**config.mk**
```make
export PLATFORM = sky130hd
export DESIGN_NAME = score_renderer_flat
export DESIGN_NICKNAME = d
export VERILOG_FILES = /design/src/rtl/score_pkg.sv /design/src/rtl/score_renderer_if.sv /design/src/rtl/score_font_rom.sv /design/src/rtl/score_renderer.sv /design/src/flat_wrapper.sv
export SDC_FILE = /design/constraint.sdc
export NUM_CORES = 1
export LEC_CHECK = 0
export BUFFER_PORTS_ARGS = -buffer_cell sky130_fd_sc_hd__buf_2
export CELL_PAD_IN_SITES_DETAIL_PLACEMENT = 2
export CELL_PAD_IN_SITES_GLOBAL_PLACEMENT = 2
export CORE_MARGIN = 1
export CORE_UTILIZATION = 38
export CTS_BUF_LIST = sky130_fd_sc_hd__clkbuf_4
export DETAILED_ROUTE_END_ITERATION = 6
export PLACE_DENSITY = 0.95
export SYNTH_ARGS = -nofsm -noshare
export SYNTH_HDL_FRONTEND = slang
export SYNTH_SLANG_ARGS = --single-unit
```
**constraint.sdc**
```tcl
create_clock -name Clk -period 5 [get_ports Clk]
set_input_delay 0.5 -clock Clk [delete_from_list [all_inputs] [get_ports Clk]]
set_output_delay 0.5 -clock Clk [all_outputs]
set_load 0.01 [all_outputs]
```
**src/rtl/score_pkg.sv**
```systemverilog
// Shared types, glyph geometry and glyph selection for the score overlay.
package score_pkg;

  localparam int unsigned GLYPH_W     = 8;
  localparam int unsigned GLYPH_H     = 16;
  localparam logic [3:0]  GLYPH_BLANK = 4'd10;

  typedef logic [3:0] bcd_t;
  typedef logic [7:0] glyph_addr_t;

  // Map a shadowed BCD digit to a font glyph index. Non-decimal codes render
  // blank; blank_zero additionally blanks a zero (leading-zero suppression).
  function automatic bcd_t glyph_of(bcd_t d, logic blank_zero);
    if ((d > 4'd9) || (blank_zero && (d == 4'd0))) begin
      return GLYPH_BLANK;
    end
    return d;
  endfunction

endpackage

```
**src/rtl/score_renderer_if.sv**
```systemverilog
// Pixel stream, score digits and overlay flags between the points counter,
// the VGA timing chain and the colour mapper.
interface score_renderer_if;
  import score_pkg::*;

  logic       frame_start;
  bcd_t       digit_1;
  bcd_t       digit_2;
  logic [9:0] DrawX;
  logic [9:0] DrawY;
  logic       pixel_valid;
  logic       is_score;
  logic       score_valid;
  logic       blinking;

  modport master (
    output frame_start, digit_1, digit_2, DrawX, DrawY, pixel_valid,
    input  is_score, score_valid, blinking
  );

  modport slave (
    input  frame_start, digit_1, digit_2, DrawX, DrawY, pixel_valid,
    output is_score, score_valid, blinking
  );

endinterface

```
**src/rtl/score_font_rom.sv**
```systemverilog
// 256x8 synchronous font ROM: 16 glyphs of 16 rows, one byte per row with
// bit 7 as the leftmost column. Glyphs 0-9 are seven-segment style digits,
// everything from glyph 10 upwards (addresses 160-255) reads zero.
module score_font_rom
  import score_pkg::*;
(
  input  logic        Clk,
  input  glyph_addr_t addr,
  output logic [7:0]  data
);

  // Segment strokes inside the 8x16 cell: horizontal bars span columns 2..5,
  // vertical strokes sit in column 1 (left) or column 6 (right).
  localparam logic [7:0] BAR   = 8'h3C;
  localparam logic [7:0] LEFT  = 8'h40;
  localparam logic [7:0] RIGHT = 8'h02;

  function automatic logic [7:0] font_row(glyph_addr_t a);
    logic [6:0] seg;  // {g, f, e, d, c, b, a}
    logic [3:0] r;
    logic [7:0] bits;
    r = a[3:0];
    case (a[7:4])
      4'd0:    seg = 7'h3F;
      4'd1:    seg = 7'h06;
      4'd2:    seg = 7'h5B;
      4'd3:    seg = 7'h4F;
      4'd4:    seg = 7'h66;
      4'd5:    seg = 7'h6D;
      4'd6:    seg = 7'h7D;
      4'd7:    seg = 7'h07;
      4'd8:    seg = 7'h7F;
      4'd9:    seg = 7'h6F;
      default: seg = 7'h00;
    endcase
    bits = 8'h00;
    if (seg[0] && (r inside {[4'd1:4'd2]}))   bits = bits | BAR;    // a
    if (seg[1] && (r inside {[4'd2:4'd7]}))   bits = bits | RIGHT;  // b
    if (seg[2] && (r inside {[4'd8:4'd13]}))  bits = bits | RIGHT;  // c
    if (seg[3] && (r inside {[4'd13:4'd14]})) bits = bits | BAR;    // d
    if (seg[4] && (r inside {[4'd8:4'd13]}))  bits = bits | LEFT;   // e
    if (seg[5] && (r inside {[4'd2:4'd7]}))   bits = bits | LEFT;   // f
    if (seg[6] && (r inside {[4'd7:4'd8]}))   bits = bits | BAR;    // g
    return bits;
  endfunction

  // Registered read, no reset: the consumer gates the byte with a reset valid.
  always_ff @(posedge Clk) begin
    data <= font_row(addr);
  end

endmodule

```
**src/rtl/score_renderer.sv**
```systemverilog
// Two-digit score overlay. Digits are snapshotted on frame_start so a frame
// never tears, rendered through a scaled 8x16 font, and flashed 4-on/4-off
// for BLINK_FRAMES frames after every value change. is_score / score_valid
// follow the pixel that produced them by two clocks.
module score_renderer
  import score_pkg::*;
#(
  parameter logic [9:0]  X_POS        = 10'd560,
  parameter logic [9:0]  Y_POS        = 10'd16,
  parameter int unsigned SCALE_SHIFT  = 1,
  parameter logic [5:0]  BLINK_FRAMES = 6'd30
) (
  input logic             Clk,
  input logic             Reset_n,
  score_renderer_if.slave bus
);

  localparam logic [9:0] CELL_W = 10'(GLYPH_W << SCALE_SHIFT);
  localparam logic [9:0] CELL_H = 10'(GLYPH_H << SCALE_SHIFT);
  localparam logic [9:0] BOX_W  = 10'((2 * GLYPH_W) << SCALE_SHIFT);

  // Frame-rate state.
  bcd_t       shadow_1_q, shadow_1_d;
  bcd_t       shadow_2_q, shadow_2_d;
  logic [5:0] blink_cnt_q, blink_cnt_d;
  logic [2:0] frame_phase_q, frame_phase_d;
  logic       changed;

  // Snapshot, change detection and flash countdown; all advance on frame_start only.
  always_comb begin
    shadow_1_d    = shadow_1_q;
    shadow_2_d    = shadow_2_q;
    blink_cnt_d   = blink_cnt_q;
    frame_phase_d = frame_phase_q;
    changed       = (bus.digit_1 != shadow_1_q) || (bus.digit_2 != shadow_2_q);
    if (bus.frame_start) begin
      shadow_1_d    = bus.digit_1;
      shadow_2_d    = bus.digit_2;
      frame_phase_d = frame_phase_q + 3'd1;
      if (changed) begin
        blink_cnt_d = BLINK_FRAMES;  // reload, never accumulate
      end else if (blink_cnt_q != 6'd0) begin
        blink_cnt_d = blink_cnt_q - 6'd1;
      end
    end
  end

  // Frame-rate state register.
  always_ff @(posedge Clk or negedge Reset_n) begin
    if (!Reset_n) begin
      shadow_1_q    <= '0;
      shadow_2_q    <= '0;
      blink_cnt_q   <= '0;
      frame_phase_q <= '0;
    end else begin
      shadow_1_q    <= shadow_1_d;
      shadow_2_q    <= shadow_2_d;
      blink_cnt_q   <= blink_cnt_d;
      frame_phase_q <= frame_phase_d;
    end
  end

  // S0: box test, cell split and glyph/row/column decode for the current pixel.
  logic [9:0]  dx, dy, cell_dx;
  logic        in_box_s0, ones_s0, suppress_s0;
  logic [2:0]  col_s0;
  logic [3:0]  row_s0;
  bcd_t        glyph_s0, tens_glyph, ones_glyph;
  glyph_addr_t rom_addr;

  // S0 decode. The >= checks keep wrapped differences left of/above the box out.
  always_comb begin
    dx          = bus.DrawX - X_POS;
    dy          = bus.DrawY - Y_POS;
    in_box_s0   = (bus.DrawX >= X_POS) && (dx < BOX_W) &&
                  (bus.DrawY >= Y_POS) && (dy < CELL_H);
    ones_s0     = (dx >= CELL_W);
    cell_dx     = ones_s0 ? (dx - CELL_W) : dx;
    col_s0      = 3'(cell_dx >> SCALE_SHIFT);
    row_s0      = 4'(dy >> SCALE_SHIFT);
    tens_glyph  = glyph_of(shadow_2_q, 1'b1);
    ones_glyph  = glyph_of(shadow_1_q, 1'b0);
    glyph_s0    = ones_s0 ? ones_glyph : tens_glyph;
    rom_addr    = {glyph_s0, row_s0};
    suppress_s0 = (blink_cnt_q != 6'd0) && frame_phase_q[2];
  end

  // S1: font read plus the side-band that must stay aligned with it.
  logic [7:0] rom_byte;
  logic       in_box_s1_q, valid_s1_q, suppress_s1_q;
  logic [2:0] col_s1_q;

  score_font_rom u_font (
    .Clk  (Clk),
    .addr (rom_addr),
    .data (rom_byte)
  );

  // S1 side-band register, launched together with the ROM address.
  always_ff @(posedge Clk or negedge Reset_n) begin
    if (!Reset_n) begin
      in_box_s1_q   <= 1'b0;
      valid_s1_q    <= 1'b0;
      suppress_s1_q <= 1'b0;
      col_s1_q      <= '0;
    end else begin
      in_box_s1_q   <= in_box_s0;
      valid_s1_q    <= bus.pixel_valid;
      suppress_s1_q <= suppress_s0;
      col_s1_q      <= col_s0;
    end
  end

  // S2: pick the glyph bit and gate it.
  logic is_score_d, is_score_q, score_valid_q;

  // Output bit select from the registered font byte.
  always_comb begin
    is_score_d = valid_s1_q & in_box_s1_q & rom_byte[3'd7 - col_s1_q] & ~suppress_s1_q;
  end

  // Output register.
  always_ff @(posedge Clk or negedge Reset_n) begin
    if (!Reset_n) begin
      is_score_q    <= 1'b0;
      score_valid_q <= 1'b0;
    end else begin
      is_score_q    <= is_score_d;
      score_valid_q <= valid_s1_q;
    end
  end

  assign bus.is_score    = is_score_q;
  assign bus.score_valid = score_valid_q;
  assign bus.blinking    = (blink_cnt_q != 6'd0);

endmodule

```
**src/flat_wrapper.sv**
```systemverilog
// flat-port wrapper written by rule: the top's interface ports become plain ports
module score_renderer_flat import score_pkg::*;
#(
  parameter logic [9:0]  X_POS        = 10'd560,
  parameter logic [9:0]  Y_POS        = 10'd16,
  parameter int unsigned SCALE_SHIFT  = 1,
  parameter logic [5:0]  BLINK_FRAMES = 6'd30
)
  (Clk, Reset_n, bus_frame_start, bus_digit_1, bus_digit_2, bus_DrawX, bus_DrawY, bus_pixel_valid, bus_is_score, bus_score_valid, bus_blinking);
  score_renderer_if bus_i ();
  input logic Clk;
  input logic Reset_n;
  input wire logic [$bits(bus_i.frame_start)-1:0] bus_frame_start;
  input wire logic [$bits(bus_i.digit_1)-1:0] bus_digit_1;
  input wire logic [$bits(bus_i.digit_2)-1:0] bus_digit_2;
  input wire logic [$bits(bus_i.DrawX)-1:0] bus_DrawX;
  input wire logic [$bits(bus_i.DrawY)-1:0] bus_DrawY;
  input wire logic [$bits(bus_i.pixel_valid)-1:0] bus_pixel_valid;
  output wire logic [$bits(bus_i.is_score)-1:0] bus_is_score;
  output wire logic [$bits(bus_i.score_valid)-1:0] bus_score_valid;
  output wire logic [$bits(bus_i.blinking)-1:0] bus_blinking;
  assign bus_i.frame_start = bus_frame_start;
  assign bus_i.digit_1 = bus_digit_1;
  assign bus_i.digit_2 = bus_digit_2;
  assign bus_i.DrawX = bus_DrawX;
  assign bus_i.DrawY = bus_DrawY;
  assign bus_i.pixel_valid = bus_pixel_valid;
  assign bus_is_score = bus_i.is_score;
  assign bus_score_valid = bus_i.score_valid;
  assign bus_blinking = bus_i.blinking;
  score_renderer #(.X_POS(X_POS), .Y_POS(Y_POS), .SCALE_SHIFT(SCALE_SHIFT), .BLINK_FRAMES(BLINK_FRAMES)) u_core (.Clk(Clk), .Reset_n(Reset_n), .bus(bus_i));
endmodule
```
Word level (Yosys, flattened, before mapping):

Memory sizes are Yosys's and may differ from the RTL's.
Index checks and enable logic that the tools add are counted.

* input port bits: 32
* memories: 1
* output and inout bits: 3
* memory bits (read-only): 112
* bits in registers: 33

* order comparisons: 18
* reduce and logical (&&, ||, !) cells: 22
* eq/ne operators: 2
* bitwise logic cells: 4
* $add $sub $neg: 6
* mux-type cells: 18

Memories
* (name not given): words 16, width 7, rd ports 1, clocked after Yosys merged registers in 0, wr ports 0, RTL line score_font_rom.sv:23 `case (a[7:4])`

Operators by type and width (number)
* $mux W4: 6
* $mux W6: 4
* $ge A10 B5 Y1 const B: 2
* $lt A10 B6 Y1 const B: 2
* $logic_and A1 B1 Y1: 16
* $mux W7: 2
* $le A4 B4 Y1 const B: 3
* $ge A10 B10 Y1 const B: 1
* $sub A10 B10 Y10 const B: 1
* $sub A10 B5 Y10 const B: 1
* $ge A4 B4 Y1 const B: 2
* $gt A4 B4 Y1 const B: 2
* $ne A4 B4 Y1: 2
* $reduce_bool A6 Y1: 1
* $sub A6 B1 Y6 const B: 1
* $ge A4 B1 Y1 const B: 1
* $ge A4 B2 Y1 const B: 1
* $ge A4 B3 Y1 const B: 1
* $le A4 B2 Y1 const B: 1
* $le A4 B3 Y1 const B: 1
* $logic_not A4 Y1: 1
* $lt A3 B4 Y1 const B: 1
* $mux W2: 2
* $sub A4 B1 Y4 const B: 1
* 9 further kinds: 14

Longest topological paths before layout:

An unclocked memory read counts as a cell.

* depth in word-level cells: 13
* mapped depth: 16
* gate-level depth less buffers: 16

By module:

A second synthesis with hierarchy kept.

* cell total of the unflattened synthesis: 182
* area total of the unflattened synthesis: 1839.3 um2

Modules (own cells, without submodules)
* score_renderer: instances 1, area an instance 1432.6 um2, cells each 129
* score_font_rom: instances 1, area an instance 406.6 um2, cells each 53

Worst setup path before layout:

No wires, ideal clock.

* path type: input-to-reg
* from: input bus_DrawX[4]
* to: register u_core.u_font.data[6]
* path buffers: 0
* data required time: 4872 ps
* arrival time: 2552 ps
* setup slack: 2321 ps
* library setup time: 128 ps
* cell stages on the path: 14
* path through: ha_1 > nor3_2 > a31oi_4 > nor2_8 > mux2i_1 > inv_1 > ha_1 > o211ai_1 > nor2b_1 > a2111oi_0 > a21oi_1 > nor2_1 > a21oi_1 > o211ai_1

* cells in the longest elaborated chain, start to end: 7

RTL lines
* start: declaration: RTL line flat_wrapper.sv:16 `input wire logic [$bits(bus_i.DrawX)-1:0] bus_DrawX;`
* $sub A10 B10 Y10 *: RTL line score_renderer.sv:73 `dx = bus.DrawX - X_POS;`
* $ge A10 B5 Y1 *: RTL line score_renderer.sv:77 `ones_s0 = (dx >= CELL_W);`
* $mux W4 *: RTL line score_renderer.sv:83 `glyph_s0 = ones_s0 ? ones_glyph : tens_glyph;`
* $mem_v2 Z16 W7 *
* $logic_and A1 B1 Y1: RTL line score_font_rom.sv:41 `if (seg[4] && (r inside {[4'd8:4'd13]})) bits = bits | LEFT;`
* $mux W7: RTL line score_font_rom.sv:41
* $mux W7 *: RTL line score_font_rom.sv:42 `if (seg[5] && (r inside {[4'd2:4'd7]})) bits = bits | LEFT;`
* end signal: assignment: RTL line score_font_rom.sv:49 `data <= font_row(addr);`
* end: declaration: RTL line score_font_rom.sv:9 `output logic [7:0] data`

Every way passes the cells marked *; elsewhere a longest branch is shown, timed or not.
A chain may end at the register's enable or synchronous reset.

Worst setup path in the final report:

Same ends and word-level chain as after synthesis.

==> flow_metrics.tcl <==
set metrics [dict create \
    yosysWarnings 0 \
    end_kind "flip-flop" \
    worst_hold_path_type "in -> async" \
    path_buf_inv 2 \
    clkTransAtPathRegs_ns 0.15 \
    critPathMaxFanout 9 \
    die-area_mm2 0.00523 \
    ys_types 51 \
    diodes 0 \
    grt_first_pass_wirelength_mm 8.13 \
    ctsResizeCount 0 \
    rsz0062_at_grt "no" \
    setup_tns_ns 0 \
    path_delay_family "compound AO/OA/AOI/OAI gates" \
    via_count 1549 \
    syn_nets 243 \
    globalplace.congestion 0.715 \
    yosysTopAreaCell "dfrtp_1" \
    ys.flop_type "dfrtp_1" \
    syn_inst 199 \
    grtUsageTotal_pct 20.6 \
    setup_viol 0 \
    drive_above_1_share_pct 25.1 \
    cpPeakStageDelay_ns 0.45 \
    fin_nets 272 \
    ys_seq_elements 28 \
    worstSetupStartpointType "input port" \
    path_class "in -> reg" \
    antenna_found_initial 0 \
    instances_no_fill 294 \
    top_layer "met4" \
    r2r.worst_path.cells 12 \
    worst_path_max_delay_cell "mux2i_1" \
    synth_top_area_share_pct 33.3 \
    ys_top_cells_by_area "dfrtp_1 33%, ha_1 8.0%, mux2_2 6.0%" \
    crit_required_ns 5.24 \
    synth_edf_count 0 \
    dr.pass1.iters 4 \
    critical_path_depth 15 \
    root_buffer "clkbuf_4" \
    clk_path_buf_depth 2 \
    place_hpwl_mm 4.08 \
    seq_area_frac_synth_pct 36.5 \
    vias_per_cell 5.27 \
    power.density_mw_per_mm2 271 \
    wl_mm 5.00 \
    die_h_um 72.3 \
    rows 25 \
    r2r_setup_slack_ns 2.34 \
    cts_sinks 28 \
    slew-limit-headroom_pct 62.3 \
    grt_pass1_vias 1656 \
    cts-htree-levels 1 \
    wl_per_cell_um 17.0 \
    crit_chain "buf_2, ha_1, nor3_2, a31oi_4, nor2_8, mux2i_1, inv_1, ha_1, o211ai_1, nor2b_1, a2111oi_0, a21oi_1, nor2_1, a21oi_1, o211ai_1" \
    route.met3.wl_um 96 \
    cts_hold_buf 0 \
    yosysMostFrequentCell "dfrtp_1" \
    core_area_mm2 0.00475 \
    clkLatencyLatePin_ns 0.34 \
    syn_avg_cell_area_um2 9.45 \
    drcViolationCount 0 \
    grt_max_degree 26 \
    p_leak_nw 0.904 \
    cts_tree "yes" \
    tightest_slew_ns 0.565 \
    placedCellCount 290 \
    hold_viol 0 \
    status "finished, final reports clean" \
    dr.first_iter.drc_count 59 \
    start_util_pct 39.6 \
    skew_ns 0.00195 \
    r2r_end "u_core.u_font.data[6]" \
    fmax_mhz 344 \
    timing.final.crit_share_pct 58.2 \
    m1WireLength_mm 2.15 \
    numCtsBuffers 3 \
    ir_worst_vdd_v 0.0000929 \
    cts_setup_buffers 0 \
    period_needed_ns 2.91 \
    synthToLayoutAreaGrowth_pct 14.2 \
    final_max_slew_viol_count 0 \
    die_width_um 72.3 \
    globalRouteOverflowTotal 0 \
    antenna_left 0 \
    async_flop_share_pct 89.3 \
    mappedNetlistArea_mm2 0.00188 \
    worstReg2RegStart "u_core.shadow_2_q[3]" \
    drv_cap 0 \
    synth_commonest_cells "25 x dfrtp_1, 16 x nand2_1, 14 x nor2_1, 12 x ha_1" \
    arrival_ns 3.14 \
    ios 35 \
    port_buffers 33 \
    wl_met2_mm 2.68 \
]
==> layout by cell type (no fill, tap or decap), drive strengths merged, types with 3 or more instances in the layout <==
cell type / n
o21ai: 11
a21oi: 10
nor4b: 4
mux2i: 6
mux2: 10
buf: 33
nor2: 15
nand2: 16
nand3: 4
nor3: 9
inv: 12
nand2b: 5
xor2: 4
a22o: 3
nand4: 3
ha: 12
dfrtp: 25
xnor2: 10
dfxtp: 3
clkbuf: 3
==> metal layers <==
| metal | track usage [%] | up-vias |
|---|---|---|
| met4 | 6.54 | 0 |
| met1 | 25.0 | 762 |
| met5 | 0 | - |
| li1 | - | 755 |
| met3 | 1.67 | 4 |
| met2 | 38.2 | 28 |
==> worst max path at each step <==
stage	from	end	slack, ns
after floorplan	bus_DrawX[4]	u_core.u_font.data[6]	2.32
after global placement	bus_DrawX[4]	u_core.u_font.data[6]	1.82
after detailed placement	bus_DrawX[4]	u_core.u_font.data[6]	1.72
after CTS	bus_DrawX[4]	u_core.u_font.data[6]	2.08
after global routing	bus_DrawX[5]	u_core.u_font.data[6]	1.81
final	bus_DrawX[4]	u_core.u_font.data[6]	2.09
==> final cells by class <==
class,count,area [um^2]
Clock buffer,3,22.5
Clock inverter,1,30.0
Fill cell,538,2610
Inverter,12,45.0
Multi-Input combinational cell,150,1110
Sequential cell,28,686
Tap cell,67,83.8
Timing Repair Buffer,33,165
==> report_power, final <==
part | internal, mW | total (mW) | switching (mW)
clock | 0.0812 | 0.152 | 0.0709
sequential | 0.256 | 0.286 | 0.0299
combinational | 0.0675 | 0.143 | 0.0758
==> sequential cells by signal, indices dropped and copies added (netlist names) <==
register / cells
u_core.blink_cnt_q: 6
u_core.shadow_1_q: 4
u_core.shadow_2_q: 4
u_core.col_s1_q: 3
u_core.frame_phase_q: 3
u_core.u_font.data: 3
u_core.bus.is_score: 1
u_core.bus.score_valid: 1
u_core.in_box_s1_q: 1
u_core.suppress_s1_q: 1
u_core.valid_s1_q: 1
==> cell families (layout without fill, tap and decap cells) <==
group | after synthesis | after routing | share of synthesized area (%)
xor gates and xnor gates | 14 | 14 | 6.52
muxes | 16 | 16 | 9.85
buffers and inverters | 21 | 49 | 4.26
adders and majority gates | 12 | 12 | 7.98
and+or+nand+nor | 69 | 69 | 20.8
AOI/OAI and AO/OA | 39 | 39 | 14.1
DFF | 28 | 28 | 36.5
==> through the flow <==
step	utilization (%)	cell area, um^2	hold slack [ns]	power [mW]	worst slack [ns]
after floorplan	-	1880	0.204	0.378	2.32
after global placement	44.1	2090	0.362	0.417	1.82
after detailed placement	44.1	2090	0.371	0.435	1.72
after CTS	45.2	2150	0.146	0.586	2.08
after global routing	45.2	2150	0.157	0.610	1.81
final	45.2	2150	0.124	0.581	2.09
No activity file was read; power rests on OpenSTA's default activity.
